===== config.mk =====
export PLATFORM = sky130hd
export DESIGN_NAME = multicycle_ctrl
export DESIGN_NICKNAME = d
export VERILOG_FILES = /design/src/rtl/multicycle_ctrl.sv
export SDC_FILE = /design/constraint.sdc
export NUM_CORES = 1
export LEC_CHECK = 0
export ABC_AREA = 1
export BUFFER_PORTS_ARGS = -buffer_cell sky130_fd_sc_hd__buf_2
export CAP_MARGIN = 10
export CORE_AREA = 2 2 58 49
export DETAILED_ROUTE_END_ITERATION = 16
export DIE_AREA = 0 0 60 51
export GPL_TIMING_DRIVEN = 0
export PLACE_DENSITY = 0.93
export SETUP_SLACK_MARGIN = 0.05
export SLEW_MARGIN = 20
export SYNTH_ARGS = -nofsm -noshare
export SYNTH_HDL_FRONTEND = slang
export SYNTH_SLANG_ARGS = --single-unit

===== constraint.sdc =====
create_clock -name clk -period 4.8 [get_ports clk]
set_clock_uncertainty 0.15 [all_clocks]
set_input_delay 0.72 -clock clk [delete_from_list [all_inputs] [get_ports clk]]
set_output_delay 0.72 -clock clk [all_outputs]
set_load 0.02 [all_outputs]

===== src/rtl/multicycle_ctrl.sv =====
// Multi-cycle control FSM for the simplified RV32I core: sequences FETCH/DECODE/EXEC/MEM/WB,
// decodes the latched IR into ALU op and mux selects, and watchdogs imem/dmem acks.
module multicycle_ctrl #(
    parameter int unsigned ACK_TIMEOUT = 255
) (
    input  logic        clk,
    input  logic        rst,
    input  logic [31:0] ir_i,
    input  logic        alu_zero_i,
    input  logic        imem_ack_i,
    input  logic        dmem_ack_i,
    output logic        imem_req_o,
    output logic        ir_we_o,
    output logic        dmem_req_o,
    output logic        dmem_we_o,
    output logic [3:0]  alu_op_o,
    output logic        alu_src_b_o,
    output logic [1:0]  imm_sel_o,
    output logic        wb_sel_o,
    output logic        rf_we_o,
    output logic        pc_we_o,
    output logic        pc_sel_o,
    output logic        retire_o,
    output logic        illegal_o,
    output logic        bus_err_o
);

    typedef struct packed {
        logic [6:0] funct7;
        logic [4:0] rs2;
        logic [4:0] rs1;
        logic [2:0] funct3;
        logic [4:0] rd;
        logic [6:0] opcode;
    } instr_t;

    typedef enum logic [3:0] {
        ALU_ADD  = 4'd0,
        ALU_SUB  = 4'd1,
        ALU_SLL  = 4'd2,
        ALU_SLT  = 4'd3,
        ALU_SLTU = 4'd4,
        ALU_XOR  = 4'd5,
        ALU_SRL  = 4'd6,
        ALU_SRA  = 4'd7,
        ALU_OR   = 4'd8,
        ALU_AND  = 4'd9
    } aluop_sel_t;

    typedef enum logic [2:0] {
        S_FETCH  = 3'd0,
        S_DECODE = 3'd1,
        S_EXEC   = 3'd2,
        S_MEM    = 3'd3,
        S_WB     = 3'd4,
        S_HALT   = 3'd5
    } state_t;

    localparam logic [6:0] OPC_OP     = 7'b0110011;
    localparam logic [6:0] OPC_OP_IMM = 7'b0010011;
    localparam logic [6:0] OPC_LOAD   = 7'b0000011;
    localparam logic [6:0] OPC_STORE  = 7'b0100011;
    localparam logic [6:0] OPC_BRANCH = 7'b1100011;

    localparam logic [1:0] IMM_I = 2'd0;
    localparam logic [1:0] IMM_S = 2'd1;
    localparam logic [1:0] IMM_B = 2'd2;

    localparam bit         WD_EN   = (ACK_TIMEOUT != 0);
    localparam logic [7:0] WD_LAST = WD_EN ? 8'(ACK_TIMEOUT - 1) : 8'd0;

    state_t     r_state, w_state_nxt;
    logic [7:0] r_wdog;
    logic       r_illegal, r_bus_err;

    instr_t     w_ir;
    logic       w_is_op, w_is_opimm, w_is_load, w_is_store, w_is_branch;
    logic       w_illegal;
    aluop_sel_t w_alu_op;
    logic       w_src_b;
    logic [1:0] w_imm_sel;
    logic       w_taken;
    logic       w_wait, w_expire;
    logic       w_unused;

    assign w_ir        = instr_t'(ir_i);
    assign w_unused    = ^{w_ir.rs1, w_ir.rs2, w_ir.rd};
    assign w_is_op     = (w_ir.opcode == OPC_OP);
    assign w_is_opimm  = (w_ir.opcode == OPC_OP_IMM);
    assign w_is_load   = (w_ir.opcode == OPC_LOAD);
    assign w_is_store  = (w_ir.opcode == OPC_STORE);
    assign w_is_branch = (w_ir.opcode == OPC_BRANCH);

    always_comb begin
        w_illegal = 1'b0;
        case (w_ir.opcode)
            OPC_OP: begin
                if (w_ir.funct7 == 7'h20)
                    w_illegal = !((w_ir.funct3 == 3'b000) || (w_ir.funct3 == 3'b101));
                else
                    w_illegal = (w_ir.funct7 != 7'h00);
            end
            OPC_OP_IMM: begin
                if (w_ir.funct3 == 3'b001)
                    w_illegal = (w_ir.funct7 != 7'h00);
                else if (w_ir.funct3 == 3'b101)
                    w_illegal = !((w_ir.funct7 == 7'h00) || (w_ir.funct7 == 7'h20));
            end
            OPC_LOAD:   w_illegal = (w_ir.funct3 == 3'b011) || (w_ir.funct3[2:1] == 2'b11);
            OPC_STORE:  w_illegal = (w_ir.funct3 > 3'b010);
            OPC_BRANCH: w_illegal = (w_ir.funct3[2:1] == 2'b01);
            default:    w_illegal = 1'b1;
        endcase
    end

    // Datapath selects; valid for any legal instruction and held across MEM/WB.
    always_comb begin
        w_alu_op  = ALU_ADD;
        w_src_b   = 1'b0;
        w_imm_sel = IMM_I;
        w_taken   = 1'b0;
        if (w_is_op || w_is_opimm) begin
            w_src_b = w_is_opimm;
            case (w_ir.funct3)
                3'b000:  w_alu_op = (w_is_op && w_ir.funct7[5]) ? ALU_SUB : ALU_ADD;
                3'b001:  w_alu_op = ALU_SLL;
                3'b010:  w_alu_op = ALU_SLT;
                3'b011:  w_alu_op = ALU_SLTU;
                3'b100:  w_alu_op = ALU_XOR;
                3'b101:  w_alu_op = w_ir.funct7[5] ? ALU_SRA : ALU_SRL;
                3'b110:  w_alu_op = ALU_OR;
                default: w_alu_op = ALU_AND;
            endcase
        end else if (w_is_load || w_is_store) begin
            w_src_b   = 1'b1;
            w_imm_sel = w_is_store ? IMM_S : IMM_I;
        end else if (w_is_branch) begin
            w_imm_sel = IMM_B;
            case (w_ir.funct3[2:1])
                2'b10:   w_alu_op = ALU_SLT;
                2'b11:   w_alu_op = ALU_SLTU;
                default: w_alu_op = ALU_SUB;
            endcase
            // BEQ/BGE/BGEU take on zero, BNE/BLT/BLTU on non-zero
            w_taken = (w_ir.funct3[0] ^ ~w_ir.funct3[2]) ? alu_zero_i : !alu_zero_i;
        end
    end

    assign w_wait   = ((r_state == S_FETCH) && !imem_ack_i) ||
                      ((r_state == S_MEM)   && !dmem_ack_i);
    assign w_expire = WD_EN && w_wait && (r_wdog == WD_LAST);

    always_comb begin
        w_state_nxt = r_state;
        imem_req_o  = 1'b0;
        ir_we_o     = 1'b0;
        dmem_req_o  = 1'b0;
        dmem_we_o   = 1'b0;
        alu_op_o    = ALU_ADD;
        alu_src_b_o = 1'b0;
        imm_sel_o   = IMM_I;
        wb_sel_o    = 1'b0;
        rf_we_o     = 1'b0;
        pc_we_o     = 1'b0;
        pc_sel_o    = 1'b0;
        retire_o    = 1'b0;
        // Outputs are forced idle during reset so a late ack cannot complete anything.
        if (!rst) begin
            case (r_state)
                S_FETCH: begin
                    imem_req_o = 1'b1;
                    if (imem_ack_i) begin
                        ir_we_o     = 1'b1;
                        w_state_nxt = S_DECODE;
                    end else if (w_expire) begin
                        w_state_nxt = S_HALT;
                    end
                end
                S_DECODE: w_state_nxt = w_illegal ? S_HALT : S_EXEC;
                S_EXEC: begin
                    alu_op_o    = w_alu_op;
                    alu_src_b_o = w_src_b;
                    imm_sel_o   = w_imm_sel;
                    if (w_is_branch) begin
                        pc_we_o     = 1'b1;
                        pc_sel_o    = w_taken;
                        retire_o    = 1'b1;
                        w_state_nxt = S_FETCH;
                    end else if (w_is_op || w_is_opimm) begin
                        w_state_nxt = S_WB;
                    end else begin
                        w_state_nxt = S_MEM;
                    end
                end
                S_MEM: begin
                    alu_op_o    = w_alu_op;
                    alu_src_b_o = w_src_b;
                    imm_sel_o   = w_imm_sel;
                    dmem_req_o  = 1'b1;
                    dmem_we_o   = w_is_store;
                    if (dmem_ack_i) begin
                        if (w_is_load) begin
                            w_state_nxt = S_WB;
                        end else begin
                            pc_we_o     = 1'b1;
                            retire_o    = 1'b1;
                            w_state_nxt = S_FETCH;
                        end
                    end else if (w_expire) begin
                        w_state_nxt = S_HALT;
                    end
                end
                S_WB: begin
                    alu_op_o    = w_alu_op;
                    alu_src_b_o = w_src_b;
                    imm_sel_o   = w_imm_sel;
                    rf_we_o     = 1'b1;
                    wb_sel_o    = w_is_load;
                    pc_we_o     = 1'b1;
                    retire_o    = 1'b1;
                    w_state_nxt = S_FETCH;
                end
                default: w_state_nxt = S_HALT;
            endcase
        end
    end

    always_ff @(posedge clk) begin
        if (rst) begin
            r_state   <= S_FETCH;
            r_wdog    <= 8'd0;
            r_illegal <= 1'b0;
            r_bus_err <= 1'b0;
        end else begin
            r_state <= w_state_nxt;
            // Any state change restarts the count for the next FETCH/MEM wait.
            if (w_state_nxt != r_state)
                r_wdog <= 8'd0;
            else if (w_wait)
                r_wdog <= r_wdog + 8'd1;
            if ((r_state == S_DECODE) && w_illegal)
                r_illegal <= 1'b1;
            if (w_expire)
                r_bus_err <= 1'b1;
        end
    end

    assign illegal_o = r_illegal;
    assign bus_err_o = r_bus_err;

endmodule


==> out/results.tsv <==
metric	value	unit
area_growth	22.0	%
first_global_vias	1120	
hold_viol	0	
place_ws	2.01	ns
crit_fanout	8	
cts.htree.levels	1	
clock_path_buffers	2	
die_width	60	um
vias	1353	
avgViaCountPerCell	4.97	
reg2reg_to	r_wdog[4]	
gp_congestion	0.904	
worstSkewPairLatency	0.28	ns
wl_per_cell	10.6	um
grt_overflow	0	
min_path_cells	2	
dpl.hpwl	2350	um
required	3.93	ns
synth_edf_count	0	
antenna_found_initial	0	
finalPower	0.000279	W
ys_warn_count	0	
async_reset_ff_share	0	%
worst_pin_slew	0.438	ns
r2r_cells	11	
grt_setup_unrepaired	no	
fin_tns_setup	0	ns
cts_inserted_buffers	3	
max_slew_margin	70.8	%
io_buffers	38	
grt_pass1_wl	4580	um
max-cap-violations	0	
drtAntennaViolNets	0	
seq_area_frac_synth	21.7	%
rows	17	
cts_root_buffer	clkbuf_4	
synth_nets	231	
path_clk_slew	0.08	ns
finalWirelength	2880	um
post-route-min-period	2.83	ns
leakagePower	0.706	nW
min_from	bus_err_o	
cp-start-kind	primary input	
r2r_slack	2.83	ns
setup_viol	0	
core	0.00257	mm^2
dieArea	0.00306	mm^2
postCtsResizedCells	0	
drcViolationCount	0	
synth.distinct_cells	33	
crit_arrival	1.96	ns
holdBufCountCts	0	
hp-class	reg2reg	
vdd_drop_max	0.0745	mV
start_util	46.6	%
syn-cell-area	0.00120	mm^2
ios	55	
grt_usage	19.2	%
drv_slew	0	
min_to	bus_err_o	
postCtsSetupRepairBufs	0	
mostFrequentLayoutCells	39 x buf_2, 36 x nand2_1, 28 x nor2_1	
drive_above_1_share	27.8	%
critPathKind	in2out	
final_nets	274	
setup_ws	1.97	ns
postLayoutCoreUtil	56.9	%
final_common_cell	buf_2	
diodes	0	
r2r_start	r_wdog[0]	
p_per_area	190	mW/mm^2
fillers	250	
cts_tree	yes	
synth_seq_cells	13	
synthFlopType	dfxtp_1	
clock.fmax	353	MHz
endpoint_kind	output port	
synthCells	192	
dr.pass1.iters	4	
avgSynthCellArea	6.25	um^2
grt_max_degree	11	
outcome	completed	
die_h	51	um
cts.sink_count	13	
min_period_over_period	59.0	%
drtIter0Drc	56	
## logic make-up after synthesis
| kind of cell | synth area share, % |
|---|---|
| AO/OA/AOI/OAI | 9.07 |
| XOR/XNOR | 5.11 |
| buffers and inverters | 10.1 |
| AND/OR/NAND/NOR | 51.9 |
| adder cells (fa/ha/maj) | 2.09 |
| flip-flops | 21.7 |
## layer usage
| metal | wire length [um] | up-vias | track usage, % | share of wire (%) |
|---|---|---|---|---|
| li1 | - | 710 | - | - |
| met1 | 1320 | 590 | 25.6 | 46 |
| met2 | 1380 | 49 | 32.1 | 48 |
| met3 | 142 | 4 | 1.52 | 4.9 |
| met4 | 34 | 0 | 6.67 | 1.2 |
| met5 | 0 | - | 0 | 0 |
## sequential cells by signal, summed over array words and instances (netlist names)
signal	cells
illegal_o	1
r_state	3
bus_err_o	1
r_wdog	8
## worst max path at each step
stage | start | to | depth (start not counted)
2_1_floorplan | ir_i[1] | retire_o | 7
3_3_place_gp | ir_i[2] | alu_op_o[0] | 12
3_5_place_dp | ir_i[2] | retire_o | 10
6_report | ir_i[2] | retire_o | 10
5_1_grt | r_state[1] | alu_op_o[2] | 8
4_1_cts | ir_i[2] | retire_o | 10
## synthesized netlist by cell type, types with 2 or more instances
| cell type | count | share of area [%] |
|---|---|---|
| a21oi_1 | 11 | 4.6 |
| nor2_4 | 3 | 2.8 |
| nand3_1 | 17 | 7.1 |
| xor2_1 | 3 | 2.2 |
| ha_1 | 2 | 2.1 |
| nor2_2 | 4 | 2.1 |
| nand4_1 | 4 | 2.1 |
| nor3_1 | 14 | 5.8 |
| inv_1 | 25 | 7.8 |
| dfxtp_1 | 13 | 22 |
| xnor2_1 | 4 | 2.9 |
| nand2_2 | 5 | 2.6 |
| nand2_1 | 36 | 11 |
| inv_2 | 3 | 0.94 |
| o21ai_0 | 3 | 1.3 |
| nor2_1 | 28 | 8.8 |
## power by group
| part | switching [W] | leakage [nW] | internal [W] |
|---|---|---|---|
| Sequential | 0.00000625 | 0.106 | 0.000113 |
| Clock | 0.0000359 | 0.0150 | 0.0000323 |
| Combinational | 0.0000607 | 0.585 | 0.0000303 |
| Total | 0.000103 | 0.706 | 0.000176 |
## cell type report
cell class	instances	area (um^2)	share of cell area, %
plain buffers	3	16.3	1.11
multi-input cells	148	818	55.9
repair buffers	38	190	13.0
well taps	38	47.5	3.25
inverters	28	105	7.18
flip-flops and latches	13	260	17.8
clock buffers	4	26.3	1.79
## worst max-delay path, cell delays in order
cell and delay (ns):
buf_2 0.10, inv_1 0.04, nand2_1 0.07, nor2_4 0.17, nand2_1 0.16, inv_1 0.10
nand2_1 0.08, a31oi_1 0.22, buf_4 0.14, buf_2 0.15
## stage by stage
stage	instances	instance area (um^2)	hold WS [ns]
2_1_floorplan	192	1200	0.363
3_3_place_gp	268	1440	0.286
3_5_place_dp	268	1440	0.297
4_1_cts	272	1460	0.309
5_1_grt	272	1460	0.334
6_report	272	1460	0.306
No activity file was read; power rests on OpenSTA's default activity.
